**config.mk**
```make
export PLATFORM = sky130hd
export DESIGN_NAME = seq_divider
export DESIGN_NICKNAME = d
export VERILOG_FILES = /design/src/rtl/seq_divider.sv
export SDC_FILE = /design/constraint.sdc
export NUM_CORES = 1
export LEC_CHECK = 0
export BUFFER_PORTS_ARGS = -buffer_cell sky130_fd_sc_hd__buf_2
export CORE_MARGIN = 1
export CORE_UTILIZATION = 50
export CTS_CLUSTER_DIAMETER = 200
export DETAILED_ROUTE_END_ITERATION = 10
export PLACE_DENSITY = 0.76
export SLEW_MARGIN = 0
export SYNTH_ARGS = -nofsm -noshare
export SYNTH_HDL_FRONTEND = slang
export SYNTH_SLANG_ARGS = --single-unit
```
**constraint.sdc**
```tcl
create_clock -name clock -period 14.1 [get_ports clock]
set_input_delay 1.41 -clock clock [delete_from_list [all_inputs] [get_ports clock]]
set_output_delay 1.41 -clock clock [all_outputs]
set_load 0.005 [all_outputs]
```
**src/rtl/seq_divider.sv**
```systemverilog
// seq_divider: iterative radix-2 restoring divider for MIPS32 DIV/DIVU.
// A start strobe in IDLE latches operand magnitudes and sign fixups. The block
// then runs 32 one-bit iterations and one result-fixup cycle. Stall covers the
// whole operation, and Quotient/Remainder hold their values until the next
// completed divide.
module seq_divider (
    input  logic        clock,
    input  logic        reset,
    input  logic        OP_div,
    input  logic        OP_divu,
    input  logic        Flush,
    input  logic [31:0] Dividend,
    input  logic [31:0] Divisor,
    output logic [31:0] Quotient,
    output logic [31:0] Remainder,
    output logic        Stall
);

    typedef enum logic [1:0] {
        IDLE   = 2'd0,
        DIVIDE = 2'd1,
        FIXUP  = 2'd2
    } state_t;

    state_t      state;
    state_t      state_next;

    logic        accept;
    logic        load;
    logic        iterate;
    logic        write_back;

    // Operand state latched on accept
    logic        neg_q;
    logic        neg_r;
    logic        div_zero;
    logic [31:0] divisor_mag;
    logic [31:0] dividend_orig;

    // Iteration state
    logic [32:0] prem;
    logic [31:0] shift;
    logic [4:0]  count;

    // Combinational helpers
    logic        signed_sel;
    logic [31:0] dividend_mag;
    logic [31:0] divisor_abs;
    logic [33:0] shifted;
    logic [33:0] trial;
    logic        take;

    // A start is only considered in IDLE. Flush vetoes a same-cycle start.
    assign accept = (OP_div | OP_divu) & ~Flush;

    // OP_div has priority, so a double strobe is a signed divide.
    assign signed_sel   = OP_div;
    assign dividend_mag = (signed_sel & Dividend[31]) ? (32'd0 - Dividend) : Dividend;
    assign divisor_abs  = (signed_sel & Divisor[31])  ? (32'd0 - Divisor)  : Divisor;

    // One restoring step: shift the next dividend bit in, then try a subtract.
    // The shifted value is below 2*divisor, so 34 bits keep the sign unambiguous.
    assign shifted = {prem, shift[31]};
    assign trial   = shifted - {2'b00, divisor_mag};
    assign take    = ~trial[33];

    // State register
    always_ff @(posedge clock or posedge reset) begin
        if (reset) begin
            state <= IDLE;
        end else begin
            state <= state_next;
        end
    end

    // Next-state logic
    always_comb begin
        state_next = state;
        case (state)
            IDLE:    if (accept) state_next = DIVIDE;
            DIVIDE:  if (Flush) state_next = IDLE;
                     else if (count == 5'd31) state_next = FIXUP;
            FIXUP:   state_next = IDLE;
            default: state_next = IDLE;
        endcase
    end

    // Datapath control decoded from the current state. Flush suppresses any
    // further iteration and the result write.
    always_comb begin
        load       = (state == IDLE) & accept;
        iterate    = (state == DIVIDE) & ~Flush;
        write_back = (state == FIXUP) & ~Flush;
    end

    // Busy flag is registered from the next state, so it is glitch-free.
    always_ff @(posedge clock or posedge reset) begin
        if (reset) begin
            Stall <= 1'b0;
        end else begin
            Stall <= (state_next != IDLE);
        end
    end

    // Operand capture and one quotient bit per DIVIDE cycle
    always_ff @(posedge clock or posedge reset) begin
        if (reset) begin
            neg_q         <= 1'b0;
            neg_r         <= 1'b0;
            div_zero      <= 1'b0;
            divisor_mag   <= 32'd0;
            dividend_orig <= 32'd0;
            prem          <= 33'd0;
            shift         <= 32'd0;
            count         <= 5'd0;
        end else if (load) begin
            neg_q         <= signed_sel & (Dividend[31] ^ Divisor[31]);
            neg_r         <= signed_sel & Dividend[31];
            div_zero      <= (Divisor == 32'd0);
            divisor_mag   <= divisor_abs;
            dividend_orig <= Dividend;
            prem          <= 33'd0;
            shift         <= dividend_mag;
            count         <= 5'd0;
        end else if (iterate) begin
            prem  <= take ? trial[32:0] : shifted[32:0];
            shift <= {shift[30:0], take};
            count <= count + 5'd1;
        end
    end

    // Result registers: written only in an unflushed FIXUP, held otherwise.
    // The sign of the remainder follows the dividend, as MIPS requires.
    always_ff @(posedge clock or posedge reset) begin
        if (reset) begin
            Quotient  <= 32'd0;
            Remainder <= 32'd0;
        end else if (write_back) begin
            if (div_zero) begin
                Quotient  <= 32'hFFFF_FFFF;
                Remainder <= dividend_orig;
            end else begin
                Quotient  <= neg_q ? (32'd0 - shift) : shift;
                Remainder <= neg_r ? (32'd0 - prem[31:0]) : prem[31:0];
            end
        end
    end

endmodule

```
==> report_table.html, run 1 <==
<table>
<tr><th>Metric</th><th>Value</th></tr>
<tr><th colspan="2">Final layout</th></tr>
<tr><td>Commonest non-fill, non-tap cells in the layout</td><td>sky130_fd_sc_hd__nand2_1 (267), sky130_fd_sc_hd__dfrtp_1 (203), sky130_fd_sc_hd__o21ai_0 (152)</td></tr>
<tr><td>Fillcell total</td><td>2,248</td></tr>
<tr><td>Footprint of the flip-flops and latches</td><td>0.00511 mm^2</td></tr>
<tr><td>Area grow syn2layout</td><td>13.0%</td></tr>
<tr><td>Number of nets in the finished design</td><td>between 1,500 and 2,000</td></tr>
<tr><td>Most common cell after layout, fill and taps aside</td><td>sky130_fd_sc_hd__nand2_1</td></tr>
<tr><td>Fraction of layout instances using a drive strength above 1</td><td>about 13%</td></tr>
<tr><td>Count of inserted antenna diode cells</td><td>0</td></tr>
<tr><td>Area of the multi-input gates</td><td>approximately 0.007 mm^2</td></tr>
<tr><th colspan="2">Timing</th></tr>
<tr><td>Slew at the pin with the worst max-slew slack</td><td>1.20 ns</td></tr>
<tr><td>Sum of negative setup slack</td><td>0 ns</td></tr>
<tr><td>Remaining max-slew budget at the tightest pin</td><td>around 20%</td></tr>
<tr><td>Worst-case clock skew</td><td>0.0185 ns</td></tr>
<tr><td>Total count of hold-check failures in the final report</td><td>0</td></tr>
<tr><td>Final critical-path share of the clock period</td><td>around 27%</td></tr>
<tr><td>Number of max-slew violations in the final report</td><td>0</td></tr>
<tr><td>Unrepaired setup endpoints after global routing</td><td>false</td></tr>
<tr><td>Shortest clock period the worst path allows after layout</td><td>about 3.8 ns</td></tr>
<tr><td>Final Setup Violations</td><td>0</td></tr>
<tr><td>Upper clock frequency limit</td><td>between 0.2 and 0.3 GHz</td></tr>
<tr><th colspan="2">Yosys</th></tr>
<tr><td>Biggest area consumer among synthesized cells</td><td>sky130_fd_sc_hd__dfrtp_1</td></tr>
<tr><td>Distinct cell type count of the synthesized netlist</td><td>74</td></tr>
<tr><td>Share of the yosys chip area belonging to registers</td><td>between 40 and 50%</td></tr>
<tr><td>Post-synth design cell area</td><td>around 0.013 mm^2</td></tr>
<tr><td>Flop and latch count out of synthesis</td><td>between 200 and 250</td></tr>
<tr><td>Area share of the largest cell type after synthesis</td><td>approximately two fifths</td></tr>
<tr><td>Number of enable flip-flop cells after synthesis</td><td>0</td></tr>
<tr><td>Net count of the mapped netlist</td><td>around 1,600</td></tr>
<tr><td>Top FF cell, synth</td><td>sky130_fd_sc_hd__dfrtp_1</td></tr>
<tr><td>Asr flop ratio synth</td><td>between 90% and 100%</td></tr>
<tr><td>Mean area per synthesized cell</td><td>around 8.3 um^2</td></tr>
<tr><td>Synth warnings</td><td>0</td></tr>
<tr><td>Mapped Cells</td><td>between 1,500 and 2,000</td></tr>
<tr><td>Cells taking the most area after synthesis</td><td>sky130_fd_sc_hd__dfrtp_1 (41%), sky130_fd_sc_hd__nand2_1 (8.0%), sky130_fd_sc_hd__o21ai_0 (6.0%)</td></tr>
<tr><th colspan="2">Worst setup path</th></tr>
<tr><td>Number of buffer and inverter instances along the worst setup path</td><td>1</td></tr>
<tr><td>Crit path max-delay cell type</td><td>sky130_fd_sc_hd__or4b_1</td></tr>
<tr><td>Endpoint required time on the critical path</td><td>~15 ns</td></tr>
<tr><td>Startpoint type of the worst setup path</td><td>register</td></tr>
<tr><td>Category of the most critical setup path</td><td>reg -&gt; reg</td></tr>
<tr><td>Critical-path maximum fanout</td><td>40</td></tr>
<tr><td>Data arrival time of the critical path</td><td>approximately 4.3 ns</td></tr>
<tr><td>CP cell instances</td><td>ha_1 -&gt; a21oi_1 -&gt; o211ai_1 -&gt; a221oi_1 -&gt; o211ai_1 -&gt; o21ai_0 -&gt; or4b_1 -&gt; buf_4 -&gt; or4_1 -&gt; a31oi_1</td></tr>
<tr><td>Category of the worst setup path capture point</td><td>register</td></tr>
<tr><td>Crit-path max cell delay</td><td>0.52 ns</td></tr>
<tr><td>Delay-heaviest family, CP</td><td>compound AO/OA/AOI/OAI gates</td></tr>
<tr><td>Cell repeated most along the worst path</td><td>sky130_fd_sc_hd__o211ai_1</td></tr>
<tr><th colspan="2">Run</th></tr>
<tr><td>Max-cap check violation count</td><td>0</td></tr>
<tr><th colspan="2">Pwr</th></tr>
<tr><td>VDD IR-drop max</td><td>between 100 and 150 uV</td></tr>
<tr><td>Leak Pwr</td><td>approximately 6.7 nW</td></tr>
<tr><td>Pwr Density</td><td>around 190 mW/mm^2</td></tr>
<tr><td>Overall Power</td><td>between 0.002 and 0.003 W</td></tr>
<tr><th colspan="2">Clock network</th></tr>
<tr><td>Worst-path clk slew</td><td>roughly 0.06 ns</td></tr>
<tr><td>Buffer depth of the longest clock path</td><td>3</td></tr>
<tr><td>Hold bufs inserted after CTS</td><td>0</td></tr>
<tr><td># clock sinks</td><td>around 200</td></tr>
<tr><td>Root buffer cell</td><td>sky130_fd_sc_hd__clkbuf_16</td></tr>
<tr><td>H-tree levels</td><td>1</td></tr>
<tr><td>Worst-skew pair later-pin latency</td><td>between 0.5 and 0.6 ns</td></tr>
<tr><td>Total of cells resized after clock tree synthesis</td><td>0</td></tr>
<tr><td>Buffers inserted during post-CTS setup optimization</td><td>0</td></tr>
<tr><td>Inserted Clock Buffers</td><td>25</td></tr>
<tr><td>TritonCTS clock tree</td><td>done</td></tr>
<tr><th colspan="2">Placement</th></tr>
<tr><td>Port bufs</td><td>around 130</td></tr>
<tr><td>Routability Congestion</td><td>between 0.9 and 1</td></tr>
<tr><td>Half-perimeter wire length after detailed placement</td><td>about 25,000 um</td></tr>
<tr><th colspan="2">Drt</th></tr>
<tr><td>DR vias/cell</td><td>about 5.9</td></tr>
<tr><td>Via count</td><td>approximately 11,000</td></tr>
<tr><td>DR WL/cell</td><td>roughly 18 um</td></tr>
<tr><td>Pre-Repair DR Iteration Count</td><td>5</td></tr>
<tr><td>Iteration-0 DRC Markers</td><td>roughly 1,100</td></tr>
<tr><td>Antenna violation net count after detailed routing</td><td>0</td></tr>
<tr><td>Drt total wl</td><td>between 30,000 and 40,000 um</td></tr>
<tr><td>Final routed DRC violation total</td><td>0</td></tr>
<tr><th colspan="2">GRT</th></tr>
<tr><td>GR Util met1</td><td>between 30% and 40%</td></tr>
<tr><td>Largest net degree at the start of global routing</td><td>between 100 and 150</td></tr>
<tr><td>Remaining global-route overflow</td><td>0</td></tr>
<tr><td>Layer carrying the most global-route usage</td><td>met2</td></tr>
<tr><td>Met2 Use GR</td><td>about two fifths</td></tr>
<tr><td>Met3 usage in global routing</td><td>between 3 and 4%</td></tr>
<tr><td>Overall track demand over capacity in global routing</td><td>between 20% and 30%</td></tr>
<tr><td>Number of antenna violations at the first check in global routing</td><td>0</td></tr>
<tr><td>Via count of the first global-routing pass</td><td>10,700</td></tr>
<tr><td>Wire length of the first global-routing pass</td><td>around 56,000 um</td></tr>
<tr><th colspan="2">Die</th></tr>
<tr><td>Chip Width</td><td>roughly 160 um</td></tr>
<tr><td>Core Footprint</td><td>about 0.025 mm^2</td></tr>
<tr><td>Initial core utilization</td><td>between 50 and 60%</td></tr>
<tr><td>DIE AREA</td><td>0.0258 mm^2</td></tr>
<tr><td>Cell Rows</td><td>57</td></tr>
<tr><td>Y dimension of the die</td><td>roughly 160 um</td></tr>
<tr><td>Ports</td><td>approximately 130</td></tr>
<tr><th colspan="2">Worst hold path</th></tr>
<tr><td>Worst min-delay path class</td><td>reg -&gt; reg</td></tr>
<tr><th colspan="2">Run status</th></tr>
<tr><td>Result of the run</td><td>finished clean</td></tr>
</table>
power by group:
part	internal, W	total [W]	switching [W]
Combinational	0.000513	0.00125	0.000740
Sequential	0.000695	0.000850	0.000155
Clock	0.000378	0.000628	0.000251
Total	0.00159	0.00273	0.00115
cell usage after synthesis (21+ instances only):
cell and number:
sky130_fd_sc_hd__a21oi_1 137, sky130_fd_sc_hd__a31oi_1 25, sky130_fd_sc_hd__clkbuf_1 64, sky130_fd_sc_hd__dfrtp_1 204
sky130_fd_sc_hd__ha_1 38, sky130_fd_sc_hd__inv_1 55, sky130_fd_sc_hd__nand2_1 267, sky130_fd_sc_hd__nand3_1 21
sky130_fd_sc_hd__nor2_1 123, sky130_fd_sc_hd__nor3_1 26, sky130_fd_sc_hd__o21ai_0 152, sky130_fd_sc_hd__o31ai_1 42
sky130_fd_sc_hd__xnor2_1 51, sky130_fd_sc_hd__xor2_1 70
flip-flops by register name (all words and copies together) (netlist names):
signal,count
Quotient,32
Remainder,32
Stall,1
count,5
div_zero,1
dividend_orig,32
divisor_mag,32
neg_q,1
neg_r,1
prem,33
shift,32
state,2
logic make-up (layout without fill, tap and decap cells):
logic type	after synthesis	after routing	synth area share, %
compound gates	457	457	21.8
xor+xnor	121	121	8.41
fa+ha+maj	39	39	3.93
buf+inv	137	247	4.59
flops	204	204	40.5
mux	19	19	1.53
simple gates	534	534	19.2
layout make-up:
cell class / count / area share, %
Timing Repair Buffer: 145 / 5.31
Clock buffer: 38 / 5.16
Clock inverter: 8 / 0.562
Tap cell: 324 / 2.85
Inverter: 56 / 1.53
Sequential cell: 204 / 35.8
Multi-Input combinational cell: 1170 / 48.8
layer usage:
layer	vias up	wire (um)	share of wire (%)
met2	440	15500	45
met4	0	1300	3.8
met3	73	2270	6.6
met5	-	0	0
met1	5387	15500	45
li1	5499	-	-
per-stage QoR:
step	setup slack, ns	hold slack, ns	cell area [um^2]	util [%]	std cells
2_1_floorplan	7.12	0.438	12600	-	1511
3_3_place_gp	9.96	0.454	13400	54.7	1899
3_5_place_dp	9.90	0.462	13400	54.7	1899
4_1_cts	10.33	0.478	14200	58.1	1945
5_1_grt	9.96	0.494	14200	58.1	1945
6_report	10.29	0.476	14200	58.1	1945
path summary, 6_finish.rpt:
check	start	end	slack (ns)	cells past startpoint
max reg2reg	prem[13]$_DFFE_PP0P_	prem[32]$_DFFE_PP0P_	10.29	10
max	prem[13]$_DFFE_PP0P_	prem[32]$_DFFE_PP0P_	10.29	10
max in group asynchronous	reset	Remainder[15]$_DFFE_PP0P_	11.57	3
min reg2reg	divisor_mag[24]$_DFFE_PP0P_	divisor_mag[24]$_DFFE_PP0P_	0.48	2
min in group asynchronous	reset	Quotient[4]$_DFFE_PP0P_	1.03	2
min	divisor_mag[24]$_DFFE_PP0P_	divisor_mag[24]$_DFFE_PP0P_	0.48	2
worst register-to-register path: stages, from the launching register on:
cell,delay (ns)
sky130_fd_sc_hd__dfrtp_1,0.47
sky130_fd_sc_hd__ha_1,0.41
sky130_fd_sc_hd__a21oi_1,0.27
sky130_fd_sc_hd__o211ai_1,0.13
sky130_fd_sc_hd__a221oi_1,0.48
sky130_fd_sc_hd__o211ai_1,0.23
sky130_fd_sc_hd__o21ai_0,0.27
sky130_fd_sc_hd__or4b_1,0.52
sky130_fd_sc_hd__buf_4,0.29
sky130_fd_sc_hd__or4_1,0.50
sky130_fd_sc_hd__a31oi_1,0.16
(Power assumes the default switching activity.)
==> run 2: changes to the inputs <==
==> constraint.sdc (replaced) <==
create_clock -name clock -period 3.52 [get_ports clock]
set_input_delay 0.352 -clock clock [delete_from_list [all_inputs] [get_ports clock]]
set_output_delay 0.352 -clock clock [all_outputs]
set_load 0.005 [all_outputs]
==> run 2 against run 1 <==
- non-clock buffer count grew 26
- critical path depth grew 1
- sequential share of layout area shrank 0.62 points
- clock-buffer cell count shrank 9
- fmax grew 12%
- largest power group unchanged
==> report_table.html, run 2 (synthesized netlist as in run 1, its figures left out) <==
<table>
<tr><th>Metric</th><th>Value</th></tr>
<tr><th colspan="2">Run status</th></tr>
<tr><td>Result of the run</td><td>finished clean</td></tr>
<tr><th colspan="2">Worst setup path</th></tr>
<tr><td>Endpoint required time on the critical path</td><td>3.95 ns (-10.60 ns)</td></tr>
<tr><td>RR Startpoint</td><td>prem[28]$_DFFE_PP0P_</td></tr>
<tr><td>Category of the most critical setup path</td><td>reg -&gt; reg</td></tr>
<tr><td>Startpoint type of the worst setup path</td><td>register</td></tr>
<tr><td>Worst Reg-to-Reg Cells</td><td>11 (+1)</td></tr>
<tr><td>Data arrival time of the critical path</td><td>3.83 ns (-0.43 ns)</td></tr>
<tr><td>Worst reg2reg path endpoint</td><td>prem[3]$_DFFE_PP0P_</td></tr>
<tr><td>Category of the worst setup path capture point</td><td>register</td></tr>
<tr><td>Worst-case register-to-register setup slack</td><td>0.12 ns (-10.17 ns)</td></tr>
<tr><td>Critical-path maximum fanout</td><td>42 (+5.0%)</td></tr>
<tr><th colspan="2">Final layout</th></tr>
<tr><td>Commonest non-fill, non-tap cells in the layout</td><td>sky130_fd_sc_hd__nand2_1 (267), sky130_fd_sc_hd__dfrtp_1 (203), sky130_fd_sc_hd__o21ai_0 (151)</td></tr>
<tr><td>Number of nets in the finished design</td><td>1,734 (+1.4%)</td></tr>
<tr><td>Most common cell after layout, fill and taps aside</td><td>sky130_fd_sc_hd__nand2_1</td></tr>
<tr><td>Fraction of layout instances using a drive strength above 1</td><td>14.8% (+1.4 points)</td></tr>
<tr><td>Area grow syn2layout</td><td>15.0%</td></tr>
<tr><td>Register ranked first by flip-flop count</td><td>prem</td></tr>
<tr><td>Fillcell total</td><td>2,251 (+0.13%)</td></tr>
<tr><td>Number of flip-flops in the largest register</td><td>33 (unchanged)</td></tr>
<tr><td>Post-Layout Inst Area</td><td>0.0145 mm^2 (+1.8%)</td></tr>
<tr><th colspan="2">Clock network</th></tr>
<tr><td>H-tree levels</td><td>1 (unchanged)</td></tr>
<tr><td>TritonCTS clock tree</td><td>done</td></tr>
<tr><td>Worst-skew pair later-pin latency</td><td>0.53 ns (about the same)</td></tr>
<tr><td>Root buffer cell</td><td>sky130_fd_sc_hd__clkbuf_16</td></tr>
<tr><td># clock sinks</td><td>204 (unchanged)</td></tr>
<tr><td>Inserted Clock Buffers</td><td>23 (-8.0%)</td></tr>
<tr><td>Buffer depth of the longest clock path</td><td>3 (unchanged)</td></tr>
<tr><td>Worst-path clk slew</td><td>0.06 ns (about the same)</td></tr>
<tr><th colspan="2">Timing</th></tr>
<tr><td>Final Setup Violations</td><td>0 (unchanged)</td></tr>
<tr><td>Final critical-path share of the clock period</td><td>96.6% (+70 points)</td></tr>
<tr><td>Unrepaired setup endpoints after global routing</td><td>false</td></tr>
<tr><td>Slew at the pin with the worst max-slew slack</td><td>1.06 ns (-0.134 ns)</td></tr>
<tr><td>Worst-case clock skew</td><td>0.0171 ns (-0.00142 ns)</td></tr>
<tr><td>Shortest clock period the worst path allows after layout</td><td>3.40 ns (-0.412 ns)</td></tr>
<tr><td>Total count of hold-check failures in the final report</td><td>0 (unchanged)</td></tr>
<tr><td>Upper clock frequency limit</td><td>0.294 GHz (+12%)</td></tr>
<tr><td>Sum of negative setup slack</td><td>0 ns (unchanged)</td></tr>
<tr><td>Number of max-slew violations in the final report</td><td>0 (unchanged)</td></tr>
<tr><td>Remaining max-slew budget at the tightest pin</td><td>28.8% (+8.7 points)</td></tr>
<tr><th colspan="2">Die</th></tr>
<tr><td>Y dimension of the die</td><td>161 um (unchanged)</td></tr>
<tr><td>Chip Width</td><td>161 um (unchanged)</td></tr>
<tr><td>Cell Rows</td><td>57 (unchanged)</td></tr>
<tr><td>Initial core utilization</td><td>51.4% (unchanged)</td></tr>
<tr><td>Core Footprint</td><td>0.0245 mm^2 (unchanged)</td></tr>
<tr><td>DIE AREA</td><td>0.0258 mm^2 (unchanged)</td></tr>
<tr><td>Ports</td><td>134 (unchanged)</td></tr>
<tr><th colspan="2">Worst hold path</th></tr>
<tr><td>Worst min-delay path class</td><td>in -&gt; reg</td></tr>
<tr><td>Hold Crit Endpoint</td><td>shift[24]$_DFFE_PP0P_</td></tr>
<tr><td>Min-Delay Path Depth</td><td>2 (unchanged)</td></tr>
<tr><td>Worst min-delay path startpoint</td><td>Dividend[24]</td></tr>
<tr><th colspan="2">Drt</th></tr>
<tr><td>Uppermost layer routed</td><td>met4</td></tr>
<tr><td>Routed met2 length</td><td>16,000 um (+3.6%)</td></tr>
<tr><td>Metal-1 WL</td><td>16,100 um (+3.8%)</td></tr>
<tr><td>Via count</td><td>11,400 (+0.32%)</td></tr>
<tr><td>Drt total wl</td><td>35,500 um (+2.8%)</td></tr>
<tr><td>Iteration-0 DRC Markers</td><td>983 (-7.4%)</td></tr>
<tr><td>DR vias/cell</td><td>5.81 (-0.86%)</td></tr>
<tr><td>Wire length on met3</td><td>2210 um (-2.9%)</td></tr>
<tr><td>Final routed DRC violation total</td><td>0 (unchanged)</td></tr>
<tr><td>Antenna violation net count after detailed routing</td><td>0 (unchanged)</td></tr>
<tr><td>Pre-Repair DR Iteration Count</td><td>6 (+1)</td></tr>
<tr><td>DR WL/cell</td><td>18.1 um (+1.6%)</td></tr>
<tr><th colspan="2">Pwr</th></tr>
<tr><td>VDD IR-drop max</td><td>402 uV (+300%)</td></tr>
<tr><td>Power share of the combinational group</td><td>47.8% (+1.9 points)</td></tr>
<tr><td>Clk pwr share</td><td>22.4% (-0.6 points)</td></tr>
<tr><td>Leak Pwr</td><td>6.86 nW (+2.2%)</td></tr>
<tr><td>Pwr Density</td><td>771 mW/mm^2 (+300%)</td></tr>
<tr><td>P_int</td><td>0.00647 W (+310%)</td></tr>
<tr><td>Switching power summed over all nets</td><td>0.00470 W (+310%)</td></tr>
<tr><td>Switching part of the total</td><td>42.1% (+0.15 points)</td></tr>
<tr><td>Share of total power in sequential cells</td><td>29.9% (-1.2 points)</td></tr>
<tr><th colspan="2">Placement</th></tr>
<tr><td>Half-perimeter wire length after detailed placement</td><td>26,400 um (+5.0%)</td></tr>
<tr><td>Placed Instance Area</td><td>0.0137 mm^2 (+1.9%)</td></tr>
<tr><td>Routability Congestion</td><td>0.952 (+0.72%)</td></tr>
<tr><td>Port bufs</td><td>133 (unchanged)</td></tr>
<tr><th colspan="2">GRT</th></tr>
<tr><td>Overall track demand over capacity in global routing</td><td>27.3% (+0.56 points)</td></tr>
<tr><td>Largest net degree at the start of global routing</td><td>83 (-39%)</td></tr>
<tr><td>Via count of the first global-routing pass</td><td>10,400 (-2.3%)</td></tr>
<tr><td>Wire length of the first global-routing pass</td><td>56,300 um (+1.1%)</td></tr>
<tr><td>Number of antenna violations at the first check in global routing</td><td>0 (unchanged)</td></tr>
<tr><td>Remaining global-route overflow</td><td>0 (unchanged)</td></tr>
<tr><th colspan="2">Run</th></tr>
<tr><td>Max-cap check violation count</td><td>0 (unchanged)</td></tr>
</table>
[run 2: through the flow]
| stage | setup slack [ns] | utilization [%] | instances | power, W | hold WS (ns) |
|---|---|---|---|---|---|
| floorplan | 0.453 | - | 1511 | 0.00721 | 0.438 |
| global placement | 0.240 | 55.8 | 1923 | 0.00853 | 0.454 |
| detailed placement | 0.0501 | 55.8 | 1923 | 0.00860 | 0.464 |
| CTS | 0.0437 | 59.0 | 1966 | 0.0111 | 0.0458 |
| global route | 0.00944 | 59.1 | 1967 | 0.0120 | 0.0702 |
| finish | 0.119 | 59.1 | 1968 | 0.0112 | 0.0668 |
[run 2: power by group through the flow]
| stage | Combinational [W] | Sequential, W | Clock (W) |
|---|---|---|---|
| floorplan | 0.00401 | 0.00320 | 0 |
| global placement | 0.00521 | 0.00333 | 0 |
| detailed placement | 0.00525 | 0.00335 | 0 |
| CTS | 0.00527 | 0.00332 | 0.00254 |
| global route | 0.00591 | 0.00340 | 0.00265 |
| finish | 0.00533 | 0.00334 | 0.00250 |
[run 2: final cells by class]
class	count	area, um^2	share of cell area (%)
Clock buffer	29	618	4.26
Antenna cell	1	2.50	0.0173
Tap cell	324	405	2.80
Sequential cell	204	5110	35.2
Timing Repair Buffer	171	1030	7.10
Inverter	56	214	1.48
Clock inverter	13	163	1.12
Multi-Input combinational cell	1170	6960	48.0
[run 2: routing by layer]
layer	up-vias	global-route usage, %
met1	5379	39.1
met3	56	3.15
li1	5564	-
met2	436	42.8
met4	0	9.78
met5	-	0
[run 2: worst max path at each step]
| stage | start | to | cells past startpoint |
|---|---|---|---|
| 4_1_cts | prem[11]$_DFFE_PP0P_ | prem[3]$_DFFE_PP0P_ | 11 |
| 5_1_grt | prem[11]$_DFFE_PP0P_ | prem[3]$_DFFE_PP0P_ | 11 |
| 3_5_place_dp | prem[11]$_DFFE_PP0P_ | prem[3]$_DFFE_PP0P_ | 11 |
| 3_3_place_gp | prem[11]$_DFFE_PP0P_ | prem[32]$_DFFE_PP0P_ | 9 |
| 6_report | prem[28]$_DFFE_PP0P_ | prem[3]$_DFFE_PP0P_ | 11 |
| 2_1_floorplan | prem[13]$_DFFE_PP0P_ | prem[32]$_DFFE_PP0P_ | 10 |
[run 2: worst max-delay path, cell delays in order (launching register included)]
cell,delay (ns)
sky130_fd_sc_hd__dfrtp_1,0.50
sky130_fd_sc_hd__ha_1,0.48
sky130_fd_sc_hd__nand3_1,0.11
sky130_fd_sc_hd__o211ai_1,0.24
sky130_fd_sc_hd__a2bb2oi_2,0.28
sky130_fd_sc_hd__a211oi_1,0.09
sky130_fd_sc_hd__a211o_1,0.33
sky130_fd_sc_hd__or4b_1,0.59
sky130_fd_sc_hd__buf_12,0.21
sky130_fd_sc_hd__nor3_1,0.23
sky130_fd_sc_hd__a21oi_1,0.07
sky130_fd_sc_hd__o21ai_0,0.17
[run 2: repair_timing]
action                                  CTS  global route
resized for setup                         0             3
endpoints found under the setup margin    0            29
hold buffers                              1             0
endpoints found under the hold margin    26             0
buffers inserted                          0             1
